--- src/rtl/exception_cause_unit.sv ---
// Exception cause unit: masks and latches N_SRC sticky exception requests and
// picks the lowest pending index. It captures the cause and EPC, then offers the
// exception to control and blocks nesting until eret.
// Latency: request->pending 1 edge, pending->exc_pending 1 edge; drops are counted with saturation.
module exception_cause_unit #(
  parameter int N_SRC  = 8,
  parameter int CODE_W = 5,
  parameter int PC_W   = 32,
  parameter int CNT_W  = 4
) (
  input  logic              clk,
  input  logic              reset,
  input  logic [N_SRC-1:0]  exc_req,
  input  logic [N_SRC-1:0]  exc_mask,
  input  logic [PC_W-1:0]   pc_i,
  input  logic              handler_ack,
  input  logic              eret,
  input  logic              er_write,
  input  logic [CODE_W-1:0] er_i,
  input  logic              clr_drop,
  output logic              exc_pending,
  output logic              in_handler,
  output logic [CODE_W-1:0] cause_o,
  output logic [PC_W-1:0]   epc_o,
  output logic [N_SRC-1:0]  pending_o,
  output logic [CNT_W-1:0]  drop_cnt
);

  localparam int PW = $clog2(N_SRC + 1);
  localparam int SW = CNT_W + PW;

  typedef enum logic [1:0] {
    S_IDLE    = 2'd0,
    S_REQ     = 2'd1,
    S_HANDLER = 2'd2
  } state_t;

  state_t              r_state;
  logic                r_exc_pending;
  logic                r_in_handler;
  logic [CODE_W-1:0]   r_cause;
  logic [PC_W-1:0]     r_epc;
  logic [N_SRC-1:0]    r_pending;
  logic [CNT_W-1:0]    r_drop_cnt;

  logic [N_SRC-1:0]    w_set;
  logic [N_SRC-1:0]    w_clr;
  logic [N_SRC-1:0]    w_drop;
  logic [CODE_W-1:0]   w_sel;
  logic                w_capture;
  logic [PW-1:0]       w_drop_n;
  logic [SW-1:0]       w_cnt_sum;
  logic [CNT_W-1:0]    w_cnt_next;

  // Unmasked requests that may set pending this edge
  assign w_set = exc_req & ~exc_mask;

  // A capture happens whenever the unit is idle and anything is pending
  assign w_capture = (r_state == S_IDLE) && (r_pending != '0);

  // Lowest-index pending source, from registered pending only
  always_comb begin
    w_sel = '0;
    for (int i = N_SRC - 1; i >= 0; i--) begin
      if (r_pending[i]) w_sel = CODE_W'(i);
    end
  end

  // One-hot clear of the captured source; a simultaneous set re-asserts it
  always_comb begin
    w_clr = '0;
    if (w_capture) w_clr[w_sel] = 1'b1;
  end

  // A drop is a new request on a bit that is already pending and not being consumed
  assign w_drop = w_set & r_pending & ~w_clr;

  // Population count of dropped bits and saturating next counter value
  always_comb begin
    w_drop_n = '0;
    for (int i = 0; i < N_SRC; i++) begin
      w_drop_n = w_drop_n + {{(PW-1){1'b0}}, w_drop[i]};
    end
    w_cnt_sum = {{PW{1'b0}}, r_drop_cnt} + {{CNT_W{1'b0}}, w_drop_n};
    if (w_cnt_sum > {{PW{1'b0}}, {CNT_W{1'b1}}}) begin
      w_cnt_next = {CNT_W{1'b1}};
    end else begin
      w_cnt_next = w_cnt_sum[CNT_W-1:0];
    end
  end

  // Sticky pending bits: set wins over the capture clear
  always_ff @(posedge clk) begin
    if (reset) begin
      r_pending <= '0;
    end else begin
      r_pending <= (r_pending & ~w_clr) | w_set;
    end
  end

  // Dropped-request counter; clear wins over increment
  always_ff @(posedge clk) begin
    if (reset) begin
      r_drop_cnt <= '0;
    end else if (clr_drop) begin
      r_drop_cnt <= '0;
    end else begin
      r_drop_cnt <= w_cnt_next;
    end
  end

  // Handshake FSM with registered status outputs, cause and EPC capture
  always_ff @(posedge clk) begin
    if (reset) begin
      r_state       <= S_IDLE;
      r_exc_pending <= 1'b0;
      r_in_handler  <= 1'b0;
      r_cause       <= '0;
      r_epc         <= '0;
    end else begin
      // Software write first so that a capture on the same edge overrides it
      if (er_write) r_cause <= er_i;
      case (r_state)
        S_IDLE: begin
          if (w_capture) begin
            r_cause       <= w_sel;
            r_epc         <= pc_i;
            r_state       <= S_REQ;
            r_exc_pending <= 1'b1;
          end
        end
        S_REQ: begin
          if (handler_ack) begin
            r_state       <= S_HANDLER;
            r_exc_pending <= 1'b0;
            r_in_handler  <= 1'b1;
          end
        end
        S_HANDLER: begin
          if (eret) begin
            r_state      <= S_IDLE;
            r_in_handler <= 1'b0;
          end
        end
        default: begin
          r_state       <= S_IDLE;
          r_exc_pending <= 1'b0;
          r_in_handler  <= 1'b0;
        end
      endcase
    end
  end

  assign exc_pending = r_exc_pending;
  assign in_handler  = r_in_handler;
  assign cause_o     = r_cause;
  assign epc_o       = r_epc;
  assign pending_o   = r_pending;
  assign drop_cnt    = r_drop_cnt;

endmodule

--- config.mk ---
export PLATFORM = sky130hd
export DESIGN_NAME = exception_cause_unit
export DESIGN_NICKNAME = d
export VERILOG_FILES = /design/src/rtl/exception_cause_unit.sv
export SDC_FILE = /design/constraint.sdc
export NUM_CORES = 1
export LEC_CHECK = 0
export CORE_ASPECT_RATIO = 2
export CORE_MARGIN = 3
export CORE_UTILIZATION = 44
export CTS_CLUSTER_DIAMETER = 80
export DETAILED_ROUTE_END_ITERATION = 16
export PLACE_DENSITY_LB_ADDON = 0.08
export SYNTH_ARGS = -nofsm -noshare
export SYNTH_HDL_FRONTEND = slang
export SYNTH_SLANG_ARGS = --single-unit
--- constraint.sdc ---
create_clock -name clk -period 11.9 [get_ports clk]
set_clock_uncertainty 0.2 [all_clocks]
set_input_delay 1.19 -clock clk [delete_from_list [all_inputs] [get_ports clk]]
set_output_delay 1.19 -clock clk [all_outputs]
set_load 0.02 [all_outputs]
==> flow_summary.rst <==
.. list-table::
   :header-rows: 1

   * - Metric
     - Value
   * - Number of optimization iterations in the first detailed-route pass
     - 4
   * - Count of input and output buffers
     - 109
   * - Net count, final
     - 447
   * - Number of distinct standard cells referenced by the synthesized netlist
     - 39
   * - Post-layout total power
     - 0.493 mW
   * - Remaining routing DRC violations
     - 0
   * - Worst min path class
     - flip-flop to flip-flop
   * - Clock H-tree levels
     - 2
   * - Routed wire length on met2
     - 3360 µm
   * - TritonCTS clock tree
     - done
   * - Upper clock frequency limit
     - 194 MHz
   * - CP startpoint kind
     - flip-flop
   * - Syn-to-layout area delta
     - 50.7%
   * - Ratio of total power to cell area
     - 139 nW/µm²
   * - Count of instances resized after the clock tree is built
     - 0
   * - Vias in the first global route
     - 2122
   * - Weighted congestion reported at the end of routability-driven placement
     - 0.891
   * - Synthesized cell area
     - 2360 µm²
   * - Area inside the core boundary
     - 5180 µm²
   * - Final global-route overflow total
     - 0
   * - HPWL after DPL
     - 4610 µm
   * - Highest net fanout along the worst path
     - 36
   * - XOR/XNOR Fraction of Synth Area
     - 0.00741
   * - Run status
     - finished, final reports clean
   * - Overall track demand over capacity in global routing
     - 0.206
   * - Post-synthesis net count
     - 345
   * - CP required
     - 11890 ps
   * - Final setup TNS
     - 0 ps
   * - Proportion of synthesized chip area in sequential cells
     - 0.449
   * - Share of synthesized cell area in full adder, half adder and majority cells
     - 0.0741
   * - Multiplexer share of the synthesized area
     - 0.0169
   * - Die boundary width
     - 57.8 µm
   * - Number of flops mapped to enable cells by yosys
     - 0
   * - Synth Area in Simple Gates
     - 0.217
   * - Worst slew margin
     - 0.339
   * - Count of warnings emitted by yosys
     - 0
   * - Compound-gate portion of the synthesized area
     - 0.191
   * - Violation count after the first detailed-route iteration
     - 66
   * - Final count of negative-setup-slack endpoints
     - 0
   * - Longest Clk Path Bufs
     - 2
   * - Share of cells above drive strength 1
     - 0.0849
   * - Number of vias per cell
     - 5.13
   * - Largest net degree at the start of global routing
     - 51
   * - Post-cts hold buffer count
     - 0
   * - I/O pin count
     - 110
   * - CTS Buf Count
     - 5
   * - Via Count
     - 2233
   * - Crit Path Category
     - flip-flop to flip-flop
   * - Number of antenna violations at the first check in global routing
     - 0
   * - Main synth FF type
     - sky130_fd_sc_hd__dfxtp_1
   * - Number of cells produced by synthesis
     - 275
   * - WL final
     - 6170 µm
   * - Number of flip-flops and latches in the synthesized netlist
     - 53
   * - Max Slew Vio Count
     - 0
   * - Post-layout util
     - 0.687
   * - Die Y
     - 110 µm
   * - Highest metal layer used by the detailed router
     - met4
   * - Min Tclk post-route
     - 5150 ps
   * - Total of max-cap violations
     - 0
   * - Clock sink total
     - 53
   * - CTS root buffer
     - sky130_fd_sc_hd__clkbuf_8
   * - Final clock period utilization by the worst path
     - 0.433
   * - Met3 WL
     - 367 µm
   * - Wire length of the first global-routing pass
     - 10000 µm
   * - Standard-cell rows
     - 37
   * - Dominant combinational cell family by area after synthesis
     - simple AND/OR/NAND/NOR gates
   * - Die outline area
     - 6340 µm²
   * - Antenna Cells
     - 0
   * - Worst path arrival time
     - 5140 ps
   * - P_leak
     - 1.40 nW
   * - Antenna-violating nets left
     - 0
   * - Effective utilization at floorplan
     - 0.456
   * - Actual slew at the worst max-slew pin
     - 989 ps
   * - Critical Path End Type
     - flip-flop
   * - Total setup buffers inserted after CTS
     - 0
   * - Clock latency reported for the late side of the worst-skew pair
     - 310 ps
   * - Number of failing hold endpoints at the final stage
     - 0
   * - Avg Inst Size Synth
     - 8.59 µm²
   * - M1 WL
     - 2250 µm
   * - Wire per inst
     - 14.2 µm
   * - Clk pin slew, worst setup/hold paths
     - 90 ps
   * - Async set-reset flop share out of synthesis
     - 0
   * - VDD IR max
     - 0.000112 V
   * - Unrepaired setup endpoints after global routing
     - false
[layout by cell type (no fill, tap or decap), types with 2 or more instances in the layout]
cell type	n
sky130_fd_sc_hd__clkdlybuf4s50_1	108
sky130_fd_sc_hd__clkbuf_8	5
sky130_fd_sc_hd__ha_1	6
sky130_fd_sc_hd__or2_2	3
sky130_fd_sc_hd__nand2_1	64
sky130_fd_sc_hd__nor4_1	3
sky130_fd_sc_hd__a21oi_1	39
sky130_fd_sc_hd__dfxtp_1	53
sky130_fd_sc_hd__a221oi_1	2
sky130_fd_sc_hd__mux2i_1	4
sky130_fd_sc_hd__a21o_1	2
sky130_fd_sc_hd__inv_1	8
sky130_fd_sc_hd__nand2b_1	4
sky130_fd_sc_hd__nor2_1	13
sky130_fd_sc_hd__nor2b_1	7
sky130_fd_sc_hd__fa_1	5
sky130_fd_sc_hd__o31ai_1	2
sky130_fd_sc_hd__nor3_1	5
sky130_fd_sc_hd__xor2_1	2
sky130_fd_sc_hd__a21oi_2	8
sky130_fd_sc_hd__o21ai_0	4
sky130_fd_sc_hd__a211oi_1	4
sky130_fd_sc_hd__nand2_2	8
[Yosys cell counts (3+ instances only)]
| cell | instances | area [µm²] |
|---|---|---|
| sky130_fd_sc_hd__nand2_2 | 8 | 50.1 |
| sky130_fd_sc_hd__ha_1 | 6 | 75.1 |
| sky130_fd_sc_hd__nor4_1 | 3 | 18.8 |
| sky130_fd_sc_hd__or2_2 | 3 | 18.8 |
| sky130_fd_sc_hd__a21oi_2 | 8 | 70.1 |
| sky130_fd_sc_hd__clkbuf_1 | 9 | 33.8 |
| sky130_fd_sc_hd__dfxtp_1 | 53 | 1060 |
| sky130_fd_sc_hd__a21oi_1 | 40 | 200 |
| sky130_fd_sc_hd__nand2b_1 | 4 | 25.0 |
| sky130_fd_sc_hd__nor2b_1 | 7 | 43.8 |
| sky130_fd_sc_hd__fa_1 | 5 | 100 |
| sky130_fd_sc_hd__nor2_1 | 13 | 48.8 |
| sky130_fd_sc_hd__mux2i_1 | 4 | 40.0 |
| sky130_fd_sc_hd__nor3_1 | 5 | 25.0 |
| sky130_fd_sc_hd__nand2_1 | 64 | 240 |
| sky130_fd_sc_hd__inv_1 | 8 | 30.0 |
| sky130_fd_sc_hd__o21ai_0 | 4 | 20.0 |
| sky130_fd_sc_hd__a211oi_1 | 4 | 30.0 |
| sky130_fd_sc_hd__buf_6 | 3 | 33.8 |
[per-layer routing]
| layer | vias up | GRT usage |
|---|---|---|
| met3 | 15 | 0.0447 |
| li1 | 1124 | - |
| met1 | 1013 | 0.225 |
| met5 | - | 0 |
| met2 | 81 | 0.364 |
| met4 | 0 | 0.106 |
[registers in the layout, indices dropped and copies added, names as in the netlist]
register and cells:
cause_o 5, drop_cnt 4, epc_o 32, exc_pending 1, in_handler 1, pending_o 8
r_state 2
[final timing paths]
check             cells after the start          from  slack (ps)     endpoint
setup / recovery                     16  pending_o[3]        6750  drop_cnt[2]
hold / removal                        2      epc_o[5]         260     epc_o[5]
setup reg to reg                     16  pending_o[3]        6750  drop_cnt[2]
hold reg to reg                       2      epc_o[5]         260     epc_o[5]
[layout make-up]
cell class / count / area, µm²
sequential: 53 / 1060
clock buffer: 5 / 68.8
fill: 464 / 1620
tap: 58 / 72.6
timing repair buffer: 109 / 1090
multi-input combinational: 200 / 1210
clock inverter: 2 / 35.0
inverter: 8 / 30.0
[metrics by stage]
stage               setup slack, ps  std cells  hold slack (ps)  area (µm²)
CTS                            6690        435              259        3560
global placement               6820        428              241        3460
detailed placement             6690        428              246        3460
global route                   6370        435              274        3560
finish                         6750        435              255        3560
floorplan                      7410        275              278        2360
[cells by family after synthesis]
logic type / Yosys count
AO/OA/AOI/OAI: 71
XOR/XNOR: 2
adder cells (fa/ha/maj): 11
buffers and inverters: 22
flip-flops: 53
multiplexers: 4
AND/OR/NAND/NOR: 112
[critical path, stage by stage (launching register included)]
cell	delay, ps
sky130_fd_sc_hd__dfxtp_1	380
sky130_fd_sc_hd__or4_4	600
sky130_fd_sc_hd__o21ai_4	800
sky130_fd_sc_hd__o31ai_1	170
sky130_fd_sc_hd__nor2_1	160
sky130_fd_sc_hd__fa_1	420
sky130_fd_sc_hd__inv_1	90
sky130_fd_sc_hd__fa_1	380
sky130_fd_sc_hd__inv_1	90
sky130_fd_sc_hd__fa_1	410
sky130_fd_sc_hd__fa_1	460
sky130_fd_sc_hd__inv_1	80
sky130_fd_sc_hd__fa_1	190
sky130_fd_sc_hd__inv_1	50
sky130_fd_sc_hd__a21o_1	170
sky130_fd_sc_hd__a21oi_1	260
sky130_fd_sc_hd__a21oi_1	110
[power by group]
| group | switching [mW] | internal (mW) |
|---|---|---|
| Combinational | 0.0877 | 0.0744 |
| Clock | 0.0581 | 0.0612 |
| Sequential | 0.0138 | 0.198 |
Note: power is estimated with default switching activity, not from simulation.
